`src/rtl/sq_gen_pkg.sv`:
```
// Shared widths, state encoding and the low/high phase split for the square-wave generator.
package sq_gen_pkg;

    localparam int PERIOD_W   = 18;
    localparam int CNT_W      = 16;
    localparam int MIN_PERIOD = 2;

    typedef enum logic [1:0] {
        IDLE = 2'd0,
        LOW  = 2'd1,
        HIGH = 2'd2
    } state_e;

    typedef struct packed {
        logic [PERIOD_W-1:0] low_len;
        logic [PERIOD_W-1:0] high_len;
    } split_t;

    // Odd periods give the extra cycle to the low phase.
    function automatic split_t phase_split(input logic [PERIOD_W-1:0] period);
        split_t s;
        s.high_len = period >> 1;
        s.low_len  = period - s.high_len;
        return s;
    endfunction

endpackage

```
`src/rtl/square_wave_gen_if.sv`:
```
// Configuration handshake between a controller (master) and the square-wave generator (slave).
interface square_wave_gen_if;
    import sq_gen_pkg::*;

    logic                cfg_valid;
    logic                cfg_ready;
    logic [PERIOD_W-1:0] cfg_period;
    logic [CNT_W-1:0]    cfg_cycles;
    logic                cfg_err;

    modport master (output cfg_valid, cfg_period, cfg_cycles,
                    input  cfg_ready, cfg_err);
    modport slave  (input  cfg_valid, cfg_period, cfg_cycles,
                    output cfg_ready, cfg_err);
endinterface

```
`src/rtl/sq_phase_timer.sv`:
```
// Loadable phase down-counter; expire is high while the count sits at zero.
module sq_phase_timer
    import sq_gen_pkg::*;
(
    input  logic                clk,
    input  logic                rst,
    input  logic                load,
    input  logic [PERIOD_W-1:0] load_val,
    output logic [PERIOD_W-1:0] cnt,
    output logic                expire
);
    logic [PERIOD_W-1:0] cnt_q, cnt_d;

    always_comb begin
        cnt_d = cnt_q;
        if (load)
            cnt_d = load_val;
        else if (cnt_q != '0)
            cnt_d = cnt_q - PERIOD_W'(1);
    end

    always_ff @(posedge clk) begin
        if (rst) cnt_q <= '0;
        else     cnt_q <= cnt_d;
    end

    assign cnt    = cnt_q;
    assign expire = (cnt_q == '0);
endmodule

```
`src/rtl/square_wave_gen.sv`:
```
// Programmable square-wave generator: burst or continuous, period changes only at period boundaries.
// state | meaning
// IDLE  | output low, waiting for a legal configuration
// LOW   | low phase of the current period
// HIGH  | high phase; its expiry is the period boundary
module square_wave_gen
    import sq_gen_pkg::*;
(
    input  logic              clk,
    input  logic              rst,
    square_wave_gen_if.slave  cfg,
    input  logic              stop,
    output logic              signal_out,
    output logic              cycle_done,
    output logic              busy
);
    state_e              state_q, state_d;
    logic                signal_q, signal_d;
    logic                cycle_done_q, cycle_done_d;
    logic                busy_q, busy_d;
    logic                cfg_err_q, cfg_err_d;
    logic                stop_req_q, stop_req_d;
    logic                pend_valid_q, pend_valid_d;
    logic [PERIOD_W-1:0] pend_period_q, pend_period_d;
    logic [CNT_W-1:0]    pend_cycles_q, pend_cycles_d;
    logic [PERIOD_W-1:0] period_q, period_d;
    logic [CNT_W-1:0]    cycles_q, cycles_d;
    logic [CNT_W-1:0]    done_cnt_q, done_cnt_d;

    logic                tmr_load;
    logic [PERIOD_W-1:0] tmr_val;
    logic [PERIOD_W-1:0] tmr_cnt;
    logic                tmr_expire;

    logic                accept, legal;
    logic [CNT_W-1:0]    done_inc;

    sq_phase_timer u_timer (
        .clk      (clk),
        .rst      (rst),
        .load     (tmr_load),
        .load_val (tmr_val),
        .cnt      (tmr_cnt),
        .expire   (tmr_expire)
    );

    assign accept   = cfg.cfg_valid & ~pend_valid_q;
    assign legal    = (cfg.cfg_period >= PERIOD_W'(MIN_PERIOD));
    assign done_inc = (&done_cnt_q) ? done_cnt_q : done_cnt_q + CNT_W'(1);

    always_comb begin
        state_d       = state_q;
        signal_d      = signal_q;
        cycle_done_d  = 1'b0;
        busy_d        = busy_q;
        cfg_err_d     = accept & ~legal;
        stop_req_d    = stop_req_q;
        pend_valid_d  = pend_valid_q;
        pend_period_d = pend_period_q;
        pend_cycles_d = pend_cycles_q;
        period_d      = period_q;
        cycles_d      = cycles_q;
        done_cnt_d    = done_cnt_q;
        tmr_load      = 1'b0;
        tmr_val       = '0;

        if (state_q != IDLE) begin
            if (stop) stop_req_d = 1'b1;
            if (accept && legal) begin
                pend_valid_d  = 1'b1;
                pend_period_d = cfg.cfg_period;
                pend_cycles_d = cfg.cfg_cycles;
            end
        end

        case (state_q)
            IDLE: begin
                signal_d = 1'b0;
                if (accept && legal) begin
                    state_d    = LOW;
                    busy_d     = 1'b1;
                    stop_req_d = 1'b0;
                    period_d   = cfg.cfg_period;
                    cycles_d   = cfg.cfg_cycles;
                    done_cnt_d = '0;
                    tmr_load   = 1'b1;
                    tmr_val    = phase_split(cfg.cfg_period).low_len - PERIOD_W'(1);
                end
            end
            LOW: begin
                if (tmr_expire) begin
                    state_d  = HIGH;
                    signal_d = 1'b1;
                    tmr_load = 1'b1;
                    tmr_val  = phase_split(period_q).high_len - PERIOD_W'(1);
                    // a one-cycle high phase is itself the last HIGH cycle
                    if (phase_split(period_q).high_len == PERIOD_W'(1)) cycle_done_d = 1'b1;
                end
            end
            HIGH: begin
                if (tmr_cnt == PERIOD_W'(1)) cycle_done_d = 1'b1;
                if (tmr_expire) begin
                    signal_d = 1'b0;
                    if (stop_req_q || stop) begin
                        state_d      = IDLE;
                        busy_d       = 1'b0;
                        stop_req_d   = 1'b0;
                        pend_valid_d = 1'b0;
                    end else if (cycles_q != '0 && done_inc == cycles_q) begin
                        // pending work is dropped so IDLE always reports a free slot
                        state_d      = IDLE;
                        busy_d       = 1'b0;
                        pend_valid_d = 1'b0;
                    end else if (pend_valid_q) begin
                        state_d      = LOW;
                        pend_valid_d = 1'b0;
                        period_d     = pend_period_q;
                        cycles_d     = pend_cycles_q;
                        done_cnt_d   = '0;
                        tmr_load     = 1'b1;
                        tmr_val      = phase_split(pend_period_q).low_len - PERIOD_W'(1);
                    end else begin
                        state_d    = LOW;
                        done_cnt_d = done_inc;
                        tmr_load   = 1'b1;
                        tmr_val    = phase_split(period_q).low_len - PERIOD_W'(1);
                    end
                end
            end
            default: begin
                state_d  = IDLE;
                signal_d = 1'b0;
                busy_d   = 1'b0;
            end
        endcase
    end

    always_ff @(posedge clk) begin
        if (rst) begin
            state_q       <= IDLE;
            signal_q      <= 1'b0;
            cycle_done_q  <= 1'b0;
            busy_q        <= 1'b0;
            cfg_err_q     <= 1'b0;
            stop_req_q    <= 1'b0;
            pend_valid_q  <= 1'b0;
            pend_period_q <= '0;
            pend_cycles_q <= '0;
            period_q      <= '0;
            cycles_q      <= '0;
            done_cnt_q    <= '0;
        end else begin
            state_q       <= state_d;
            signal_q      <= signal_d;
            cycle_done_q  <= cycle_done_d;
            busy_q        <= busy_d;
            cfg_err_q     <= cfg_err_d;
            stop_req_q    <= stop_req_d;
            pend_valid_q  <= pend_valid_d;
            pend_period_q <= pend_period_d;
            pend_cycles_q <= pend_cycles_d;
            period_q      <= period_d;
            cycles_q      <= cycles_d;
            done_cnt_q    <= done_cnt_d;
        end
    end

    assign signal_out    = signal_q;
    assign cycle_done    = cycle_done_q;
    assign busy          = busy_q;
    assign cfg.cfg_ready = ~pend_valid_q;
    assign cfg.cfg_err   = cfg_err_q;
endmodule

```
`src/flat_wrapper.sv`:
```
// flat-port wrapper written by rule: the top's interface ports become plain ports
module square_wave_gen_flat import sq_gen_pkg::*;
  (clk, rst, stop, signal_out, cycle_done, busy, cfg_cfg_valid, cfg_cfg_period, cfg_cfg_cycles, cfg_cfg_ready, cfg_cfg_err);
  square_wave_gen_if cfg_i ();
  input  logic clk;
  input  logic rst;
  input  logic stop;
  output logic signal_out;
  output logic cycle_done;
  output logic busy;
  input wire logic [$bits(cfg_i.cfg_valid)-1:0] cfg_cfg_valid;
  input wire logic [$bits(cfg_i.cfg_period)-1:0] cfg_cfg_period;
  input wire logic [$bits(cfg_i.cfg_cycles)-1:0] cfg_cfg_cycles;
  output wire logic [$bits(cfg_i.cfg_ready)-1:0] cfg_cfg_ready;
  output wire logic [$bits(cfg_i.cfg_err)-1:0] cfg_cfg_err;
  assign cfg_i.cfg_valid = cfg_cfg_valid;
  assign cfg_i.cfg_period = cfg_cfg_period;
  assign cfg_i.cfg_cycles = cfg_cfg_cycles;
  assign cfg_cfg_ready = cfg_i.cfg_ready;
  assign cfg_cfg_err = cfg_i.cfg_err;
  square_wave_gen u_core (.clk(clk), .rst(rst), .cfg(cfg_i), .stop(stop), .signal_out(signal_out), .cycle_done(cycle_done), .busy(busy));
endmodule
```
`config.mk`:
```
export PLATFORM = sky130hd
export DESIGN_NAME = square_wave_gen_flat
export DESIGN_NICKNAME = d
export VERILOG_FILES = /design/src/rtl/sq_gen_pkg.sv /design/src/rtl/square_wave_gen_if.sv /design/src/rtl/sq_phase_timer.sv /design/src/rtl/square_wave_gen.sv /design/src/flat_wrapper.sv
export SDC_FILE = /design/constraint.sdc
export NUM_CORES = 1
export LEC_CHECK = 0
export CAP_MARGIN = 10
export CORE_UTILIZATION = 45
export DETAILED_ROUTE_END_ITERATION = 10
export MAX_ROUTING_LAYER = met4
export PLACE_DENSITY = 0.62
export SYNTH_ARGS = -nofsm -noshare
export SYNTH_HDL_FRONTEND = slang
export SYNTH_HIERARCHICAL = 1
export SYNTH_SLANG_ARGS = --single-unit
```
`constraint.sdc`:
```
create_clock -name clk -period 4.8 [get_ports clk]
set_input_delay 0.48 -clock clk [delete_from_list [all_inputs] [get_ports clk]]
set_output_delay 0.48 -clock clk [all_outputs]
set_load 0.03 [all_outputs]
```
==> flow_metrics.env, run 1 <==
export IMPL_endpoint_kind="flop"
export IMPL_layout_min_cycle_time_ns=3.970
export IMPL_syn_nets=1380
export IMPL_power_internal_mw=3.321
export IMPL_hp_start="u_core/pend_cycles_q[10]"
export IMPL_synth_area_leaders="dfxtp_1, ha_1, xnor2_1, nand2_1, a21oi_1"
export IMPL_drc=0
export IMPL_pre_cts_slack_ns=0.8038
export IMPL_grt_usage_pct=26.10
export IMPL_seqPwrFrac_pct=23.5
export IMPL_hold_depth=2
export IMPL_drt_first_pass_iters=5
export IMPL_final_cell_mix="nand2_1, nor2_1, dfxtp_1"
export IMPL_crit_fanout=26
export IMPL_path_cells="inv_1, ha_1, nor4b_2, nand3_1, nor2_2, nand2_1, o21ai_0, nand3_1, nor3b_1, o22ai_1, a31o_2, or4b_2, a21oi_1"
export IMPL_yosysWarningCount=6
export IMPL_antenna_found_initial=0
export IMPL_rsz0062_at_grt="false"
export IMPL_wirelength_mm=27.38
export IMPL_cap_violations=0
export IMPL_r2r_cells=13
export IMPL_p_leak_nw=3.945
export IMPL_crit_buf_inv=1
export IMPL_fp_dieH_um=148.1
export IMPL_finalSetupTns_ns=0
export IMPL_clk_path_buf_depth=2
export IMPL_grt_pass1_vias=8185
export IMPL_slew_headroom_pct=32.85
export IMPL_layout_commonest_cell="nand2_1"
export IMPL_ctsHoldBuffers=0
export IMPL_swShare_pct=49.23
export IMPL_coreArea_um2=20960
export IMPL_p_per_area_nw_per_um2=619.7
export IMPL_tightest_slew_ns=1.007
export IMPL_post_cts_resized=0
export IMPL_cts_tree="built"
export IMPL_ys_ff_latch=110
export IMPL_cp_common_cell="nand3_1"
export IMPL_via_per_inst=5.852
export IMPL_synthFlopType="dfxtp_1"
export IMPL_dieArea_um2=21940
export IMPL_r2r_slack_ns=0.83
export IMPL_pwr_share_comb_pct=63.9
export IMPL_cts_setup_buffers=0
export IMPL_clock_sinks=110
export IMPL_grt_max_degree=64
export IMPL_antenna_left=0
export IMPL_globalplace_congestion=0.9420
export IMPL_start_util_pct=45.85
export IMPL_port_buffers=42
export IMPL_finalCritPeriodShare_pct=82.70
export IMPL_vias=8988
export IMPL_synth_area_um2=9608
export IMPL_whs_endpoint="u_core/pend_cycles_q[10]"
export IMPL_max_stage_delay_ns=0.68
export IMPL_ys_seq_area_share_pct=22.92
export IMPL_synth_area_per_cell_um2=7.686
export IMPL_detailed_place_hpwl_mm=20.13
export IMPL_layout_setup_ws_ns=0.8303
export IMPL_cp_data_required_time_ns=5.11
export IMPL_synth_edf_count=0
export IMPL_htreeDepth=3
export IMPL_synth_distinct_cells=78
export IMPL_cts_buffers=9
export IMPL_insertion_delay_ns=0.38
export IMPL_antenna_cells=0
export IMPL_fin_nets=1386
export IMPL_hp_class="reg2reg"
export IMPL_p_total_mw=6.541
export IMPL_io_pins=43
export IMPL_die_x_um=148.1
export IMPL_row_count=53
export IMPL_synthesis_instances=1250
export IMPL_slew_violations=0
export IMPL_start_kind="flop"
export IMPL_cp_slowest_cell="or4b_2"
export IMPL_synth_top_area_share_pct=22.92
export IMPL_wl_per_cell_um=17.83
export IMPL_fmax_mhz=251.9
export IMPL_hold_viol=0
export IMPL_power_frac_clock_pct=12.7
export IMPL_critical_path_top_delay_family="simple AND/OR/NAND/NOR gates"
export IMPL_final_setup_viol_count=0
export IMPL_grt_pass1_wl_mm=43.88
export IMPL_worstPathArrival_ns=4.28
export IMPL_async_flop_share_pct=0
export IMPL_worstSetupPathType="reg2reg"
export IMPL_synth_top_area_cell="dfxtp_1"
export IMPL_r2r_end="u_core/done_cnt_q[1]"
export IMPL_rr_startpoint="u_core/u_timer/cnt[0]"
export IMPL_drtIter0Drc=679
export IMPL_clk_pin_slew_ns=0.09
export IMPL_grt_ovfl_total=0
export IMPL_cts_root_buf="clkbuf_16"
export IMPL_finalClockSkew_ns=0.01742
export IMPL_p_sw_mw=3.220
export IMPL_peakVddDrop_uv=381.0
export IMPL_status="finished clean"
export IMPL_area_delta_synth_final_pct=9.858
export IMPL_drive_gt1_share_pct=6.027
final cells by class:
class | instances | area [um^2]
Tap cell | 275 | 344.1
Inverter | 88 | 330.3
Clock inverter | 7 | 86.33
Sequential cell | 110 | 2202
Fill cell | 2086 | 10400
Clock buffer | 9 | 225.2
Multi-Input combinational cell | 989 | 6804
Timing Repair Buffer | 58 | 563.0
Yosys cell counts, types with 7 or more instances:
library cell,n
nand2_1,135
nor2_1,115
dfxtp_1,110
a21oi_1,94
ha_1,89
inv_1,88
xnor2_1,61
clkbuf_1,50
mux2i_1,45
o21ai_0,45
nor3_1,37
a211oi_1,36
nor4_1,25
nand3_1,24
xor2_1,24
nor2b_1,17
or3_1,15
a31oi_1,14
nand4_1,14
a211o_1,12
a22oi_1,12
nand2b_1,12
o21bai_1,11
a211oi_2,10
or4_1,9
buf_2,8
a21o_1,7
nor3b_1,7
o31ai_1,7
logic make-up after synthesis:
family                   count (synthesis)  share of synthesized area (%)
flip-flops                             110                          22.92
adder cells (fa/ha/maj)                 92                          12.22
AND/OR/NAND/NOR                        448                          23.17
AO/OA/AOI/OAI                          317                          22.63
XOR/XNOR                                85                          7.748
buffers and inverters                  151                          6.394
multiplexers                            47                          4.922
sequential cells by signal (all words and copies together), names as in the netlist:
register	flops
u_core/busy	1
u_core/cfg.cfg_err	1
u_core/cycle_done	1
u_core/cycles_q	16
u_core/done_cnt_q	16
u_core/pend_cycles_q	16
u_core/pend_period_q	18
u_core/pend_valid_q	1
u_core/period_q	18
u_core/signal_out	1
u_core/state_q	2
u_core/stop_req_q	1
u_core/u_timer/cnt	18
power by group through the flow:
stage / clock [mW] / sequential [mW] / combinational, mW
after floorplan: 0 / 1.44 / 3.29
after global placement: 0 / 1.54 / 4.07
after detailed placement: 0 / 1.55 / 4.10
after CTS: 0.846 / 1.53 / 4.13
after global routing: 0.878 / 1.58 / 4.64
final: 0.828 / 1.53 / 4.18
per-stage QoR:
step	cells	instance area, um^2	utilization, %	hold WS, ns
2_1_floorplan	1250	9608	-	0.4360
3_3_place_gp	1520	10240	48.88	0.4416
3_5_place_dp	1520	10240	48.88	0.4461
4_1_cts	1536	10560	50.37	0.4592
5_1_grt	1536	10560	50.37	0.4757
6_report	1536	10560	50.37	0.4598
metal layers:
| metal | vias up | global-route usage, % | routed length, um |
|---|---|---|---|
| li1 | 4501 | - | - |
| met2 | 220 | 39.48 | 12110 |
| met4 | 0 | 7.113 | 456 |
| met3 | 32 | 3.374 | 1362 |
| met5 | - | - | 0 |
| met1 | 4235 | 36.36 | 13450 |
tightest hold or removal path, stage by stage (launching register included):
cell and delay, ns:
dfxtp_1 0.32, nand2_1 0.05, a21oi_1 0.05
worst max path at each step:
stage | startpoint | endpoint | slack (ns) | cells after the start
2_1_floorplan | u_core/done_cnt_q[7] | u_core/u_timer/cnt[4] | 1.12 | 14
3_3_place_gp | cfg_cfg_period[2] | u_core/u_timer/cnt[17] | 0.88 | 15
3_5_place_dp | cfg_cfg_period[2] | u_core/u_timer/cnt[17] | 0.80 | 15
4_1_cts | u_core/u_timer/cnt[0] | u_core/done_cnt_q[1] | 0.88 | 13
5_1_grt | u_core/u_timer/cnt[0] | u_core/done_cnt_q[1] | 0.45 | 13
6_report | u_core/u_timer/cnt[0] | u_core/done_cnt_q[1] | 0.83 | 13
No activity file was read; power rests on OpenSTA's default activity.
==> run 2: changes to the inputs <==
==> constraint.sdc (replaced) <==
create_clock -name clk -period 3.7 [get_ports clk]
set_input_delay 0.37 -clock clk [delete_from_list [all_inputs] [get_ports clk]]
set_output_delay 0.37 -clock clk [all_outputs]
set_load 0.03 [all_outputs]
==> flow_metrics.env, run 2 (same netlist as run 1, synthesis figures left out) <==
export IMPL_rr_startpoint="u_core/done_cnt_q[5]"
export IMPL_grt_pass1_vias=8480
export IMPL_worstPathArrival_ns=3.78
export IMPL_grt_usage_pct=26.70
export IMPL_antenna_left=0
export IMPL_finalCritPeriodShare_pct=93.93
export IMPL_status="finished clean"
export IMPL_clock_sinks=110
export IMPL_r2r_cells=12
export IMPL_cts_buffers=9
export IMPL_vias=9264
export IMPL_slew_violations=0
export IMPL_cts_tree="built"
export IMPL_globalplace_congestion=0.9631
export IMPL_grt_pass1_wl_mm=44.99
export IMPL_drt_first_pass_iters=5
export IMPL_antenna_cells=0
export IMPL_dieArea_um2=21940
export IMPL_htreeDepth=3
export IMPL_final_cell_mix="nand2_1, nor2_1, dfxtp_1"
export IMPL_fin_nets=1450
export IMPL_grt_ovfl_total=0
export IMPL_hp_start="rst"
export IMPL_drc=0
export IMPL_hold_viol=0
export IMPL_hp_class="in2reg"
export IMPL_r2r_slack_ns=0.22
export IMPL_coreArea_um2=20960
export IMPL_start_kind="flop"
export IMPL_wirelength_mm=27.85
export IMPL_final_cells=1600
export IMPL_via_per_inst=5.790
export IMPL_insertion_delay_ns=0.38
export IMPL_p_leak_nw=4.272
export IMPL_row_count=53
export IMPL_num_fill_cells=2083
export IMPL_cap_violations=0
export IMPL_clk_path_buf_depth=2
export IMPL_cts_root_buf="clkbuf_16"
export IMPL_final_setup_viol_count=0
export IMPL_antenna_found_initial=0
export IMPL_dp_cells=1584
export IMPL_crit_fanout=23
export IMPL_layout_commonest_cell="nand2_1"
export IMPL_peakVddDrop_uv=380.2
export IMPL_multiInputGateArea_um2=6833
export IMPL_hold_depth=2
export IMPL_finalClockSkew_ns=0.01998
export IMPL_drtIter0Drc=913
export IMPL_worstSetupPathType="reg2reg"
export IMPL_die_x_um=148.1
export IMPL_clk_pin_slew_ns=0.10
export IMPL_pre_cts_slack_ns=-0.07763
export IMPL_ff_latch_area_um2=2203
export IMPL_area_delta_synth_final_pct=15.33
export IMPL_port_buffers=42
export IMPL_layout_setup_ws_ns=0.2247
export IMPL_layout_min_cycle_time_ns=3.475
export IMPL_cp_data_required_time_ns=4.01
export IMPL_ctsHoldBuffers=0
export IMPL_drive_gt1_share_pct=11.09
export IMPL_detailed_place_hpwl_mm=21.04
export IMPL_r2r_end="u_core/u_timer/cnt[0]"
export IMPL_rsz0062_at_grt="false"
export IMPL_wl_per_cell_um=17.41
export IMPL_whs_endpoint="u_core/u_timer/cnt[8]"
export IMPL_start_util_pct=45.85
export IMPL_io_pins=43
export IMPL_endpoint_kind="flop"
export IMPL_p_per_area_nw_per_um2=793.7
export IMPL_grt_max_degree=58
export IMPL_fmax_mhz=287.7
export IMPL_slew_headroom_pct=52.72
export IMPL_tightest_slew_ns=0.7091
export IMPL_fp_dieH_um=148.1
run 2: final cells by class:
type | instances | area share (%)
sequential | 110 | 19.88
clock inverter | 7 | 0.9146
timing repair buffer | 122 | 9.417
clock buffer | 9 | 2.033
inverter | 88 | 2.981
tap | 275 | 3.105
multi-input combinational | 989 | 61.66
run 2: worst max-delay path: stages, from the launching register on:
cell	delay, ns
dfxtp_1	0.37
buf_4	0.15
and4_2	0.36
nand4_1	0.21
nor2_1	0.31
a32oi_1	0.22
a311oi_2	0.44
nand3_1	0.22
nand4_1	0.22
a31oi_2	0.11
buf_4	0.24
or3b_1	0.40
a21oi_1	0.15
run 2: what timing repair did:
action / 4_1_cts / 5_1_grt
gates resized for setup: 0 / 8
setup endpoints to repair: 0 / 55
buffers inserted: 0 / 0
run 2: metrics by stage:
| stage | hold slack [ns] | setup TNS (ns) | utilization [%] | power [mW] | area, um^2 |
|---|---|---|---|---|---|
| 6_report | 0.4298 | 0 | 52.88 | 8.795 | 11080 |
| 5_1_grt | 0.4566 | 0 | 52.88 | 9.542 | 11080 |
| 4_1_cts | 0.4198 | 0 | 52.73 | 8.725 | 11050 |
| 3_5_place_dp | 0.4465 | -0.1575 | 51.18 | 7.588 | 10720 |
| 3_3_place_gp | 0.4414 | -0.02993 | 51.18 | 7.527 | 10720 |
| 2_1_floorplan | 0.4360 | 0 | - | 6.135 | 9608 |
run 2: worst max-delay path by stage:
stage / startpoint / end / slack (ns) / depth (start not counted)
final: u_core/done_cnt_q[5] / u_core/u_timer/cnt[0] / 0.22 / 12
after CTS: u_core/done_cnt_q[4] / u_core/u_timer/cnt[0] / 0.08 / 11
after detailed placement: cfg_cfg_period[1] / u_core/u_timer/cnt[16] / -0.08 / 15
after global placement: cfg_cfg_period[6] / u_core/u_timer/cnt[17] / -0.03 / 15
after global routing: u_core/done_cnt_q[4] / u_core/u_timer/cnt[10] / 0.004 / 13
after floorplan: u_core/done_cnt_q[7] / u_core/u_timer/cnt[4] / 0.02 / 14
run 2: per-layer routing:
layer	track usage (%)	part of all wire, %	vias up
met5	-	0	-
met1	37.48	49	4350
li1	-	-	4632
met3	2.331	5.1	28
met4	7.526	1.5	0
met2	40.77	44	254
run 2: where the power goes:
group / leakage [nW] / total (mW) / switching (mW) / internal, mW
clock: 0.157 / 1.10 / 0.595 / 0.502
combinational: 3.21 / 5.72 / 3.24 / 2.48
sequential: 0.901 / 1.98 / 0.446 / 1.53
total: 4.27 / 8.79 / 4.28 / 4.52
==> RTL edit: new RTL, config.mk and constraints of run 2 <==
`PERIOD_W`: 18 -> 16.
--- a/src/rtl/sq_gen_pkg.sv
+++ b/src/rtl/sq_gen_pkg.sv
@@ -3,3 +3,3 @@
 
-    localparam int PERIOD_W   = 18;
+    localparam int PERIOD_W   = 16;
     localparam int CNT_W      = 16;
Ports: changed (resized cfg_cfg_period); port bits go from 43 to 41. The function was not compared with the original's and may differ.
==> RTL edit against run 2 <==
Synthesized area shrank 5.1%; utilization grew 1.9 points; critical path type unchanged; largest cell class unchanged; routed wire length fell by 0.28%; total power shrank 21%; largest power group unchanged; final cell count down 3.2%; final area fell by 2.9%; sequential cell count fell by 6; highest routed layer unchanged; worst setup slack got worse by 0.049 ns.
==> RTL edit: results (changes against run 2) <==
Detailed routing
  – Vias/cell: 5.78 (-0.13%)
  – Routed vias: 8,957 (-3.3%)
  – DR iter-0 viols: 726 (-20%)
  – WL final: 27,800 um (-0.28%)
  – Pre-Repair DR Iteration Count: 5 (unchanged)

Power and ir drop
  – Max IR drop VDD: 0.295 mV (-22%)
  – LEAKAGE: 4.17 nW (-2.4%)

Timing
  – Worst Skew: 0.0184 ns (-0.00155 ns)
  – Slew headroom: 27.4% (-25 points)
  – Tmin final: 3.52 ns (+0.0491 ns)
  – Final hold slack: 0.456 ns (+0.0261 ns)

Global routing
  – Grt met1 use: 40.3% (+2.8 points)
  – M2 GR Usage: 41.0% (+0.19 points)
  – Vias in the first global route: 7,964 (-6.1%)
  – First-pass GRT wire length: 43,100 um (-4.1%)
  – Met3 usage: 2.78% (+0.45 points)
  – Largest net degree at the start of global routing: 88 (+52%)
  – GRT Total Usage: 27.7% (+1.0 points)

Synthesis
  – Main area contributors after synthesis: dfxtp_1 (23%), ha_1 (11%), nand2_1 (5.8%)
  – Mapped Nets: 1,294 (-6.2%)
  – Post-synth top cells: nand2_1 (142), dfxtp_1 (104), nor2_1 (101)
  – Yosys cell types: 97 (+24%)
  – Seq/Total Area, Yosys: 22.8% (-0.075 points)
  – Synthesis Warnings: 6 (unchanged)
  – Syn Inst Count: 1,176 (-5.9%)

Hold path
  – HP Start: u_core/pend_cycles_q[5]
  – Hold Path Sink: u_core/pend_cycles_q[5]
  – HP Class: reg -> reg

Setup path
  – Worst Setup EP: u_core/done_cnt_q[11]
  – R2r worst-path depth: 15 (+3)
  – Worst setup startpoint: u_core/u_timer/cnt[1]
  – CP arrival: 3.79 ns (about the same)
  – Crit Path Max Fanout: 6 (-74%)
  – Worst R2R Setup Slack: 0.18 ns (-0.05 ns)

CTS
  – Root Buffer: clkbuf_16
  – Clk pin slew, worst setup/hold paths: 0.08 ns (-0.02 ns)

Final layout
  – Layout cells sized above 1: 15.0% (+3.9 points)
  – Multi-input logic area: 0.00645 mm^2 (-5.6%)
  – Nets: 1,397 (-3.7%)
  – Filler cells: 1,999 (-4.0%)

Placement
  – Placed insts: 1,528 (-3.5%)
  – Final RePlAce weighted congestion: 0.969 (+0.64%)
  – Detail Placement HPWL: 20,600 um (-2.2%)
  – I/O Buffers: 40 (-4.8%)
  – Pre-CTS WS: -0.0827 ns (-0.00511 ns)
  – Placed instance area: 0.0103 mm^2 (-4.1%)

Status
  – Outcome: finished clean
RTL edit: cell types whose count changed in the layout (fill, tap and decap cells not counted), sizes merged, moves of 10 or more:
cell / delta
nor2: -15
ha: -10
buf: +29
xnor2: -13
nor4: -10
RTL edit: layout make-up:
cell class,count,share of cell area [%]
Tap cell,265,3.08
Multi-Input combinational cell,931,59.9
Clock inverter,7,0.825
Clock buffer,9,2.09
Inverter,83,2.89
Sequential cell,104,19.4
Timing Repair Buffer,150,11.8
RTL edit: cells by family after synthesis:
family          count (synthesis)  share of synthesized area [%]
xor+xnor                       73                           7.02
fa+ha+maj                      82                           11.5
flops                         104                           22.8
compound gates                320                           23.3
buf+inv                       141                           7.55
mux                            40                           4.41
simple gates                  416                           23.3
RTL edit: layer usage:
metal / part of all wire (%) / routed length (um)
met2: 44 / 12100
met3: 6.3 / 1750
met5: 0 / 0
met1: 49 / 13500
met4: 1.3 / 352
RTL edit: worst max-delay path, cell delays in order (launching register included):
cell and delay, ns:
dfxtp_1 0.35, inv_1 0.07, ha_1 0.20, or3b_2 0.48
or4_4 0.59, nor2_1 0.15, nor2_1 0.09, a21oi_2 0.16
a21boi_1 0.17, buf_4 0.16, buf_4 0.14, nand4_1 0.12
o32ai_1 0.32, o21ai_0 0.22, xnor2_1 0.17, nor2_1 0.05
RTL edit: report_power, final:
group          leakage [nW]  total, mW  switching (mW)  internal, mW
logic                  3.17       4.26            2.39          1.87
registers             0.850       1.67           0.305          1.36
clock network         0.152       1.04           0.547         0.489
total                  4.17       6.97            3.24          3.72
RTL edit: what timing repair did:
action / CTS / global route
endpoints found under the setup margin: 1 / 55
gates resized for setup: 1 / 26
pin swaps: 0 / 1
setup buffers: 0 / 4
gates cloned: 0 / 1
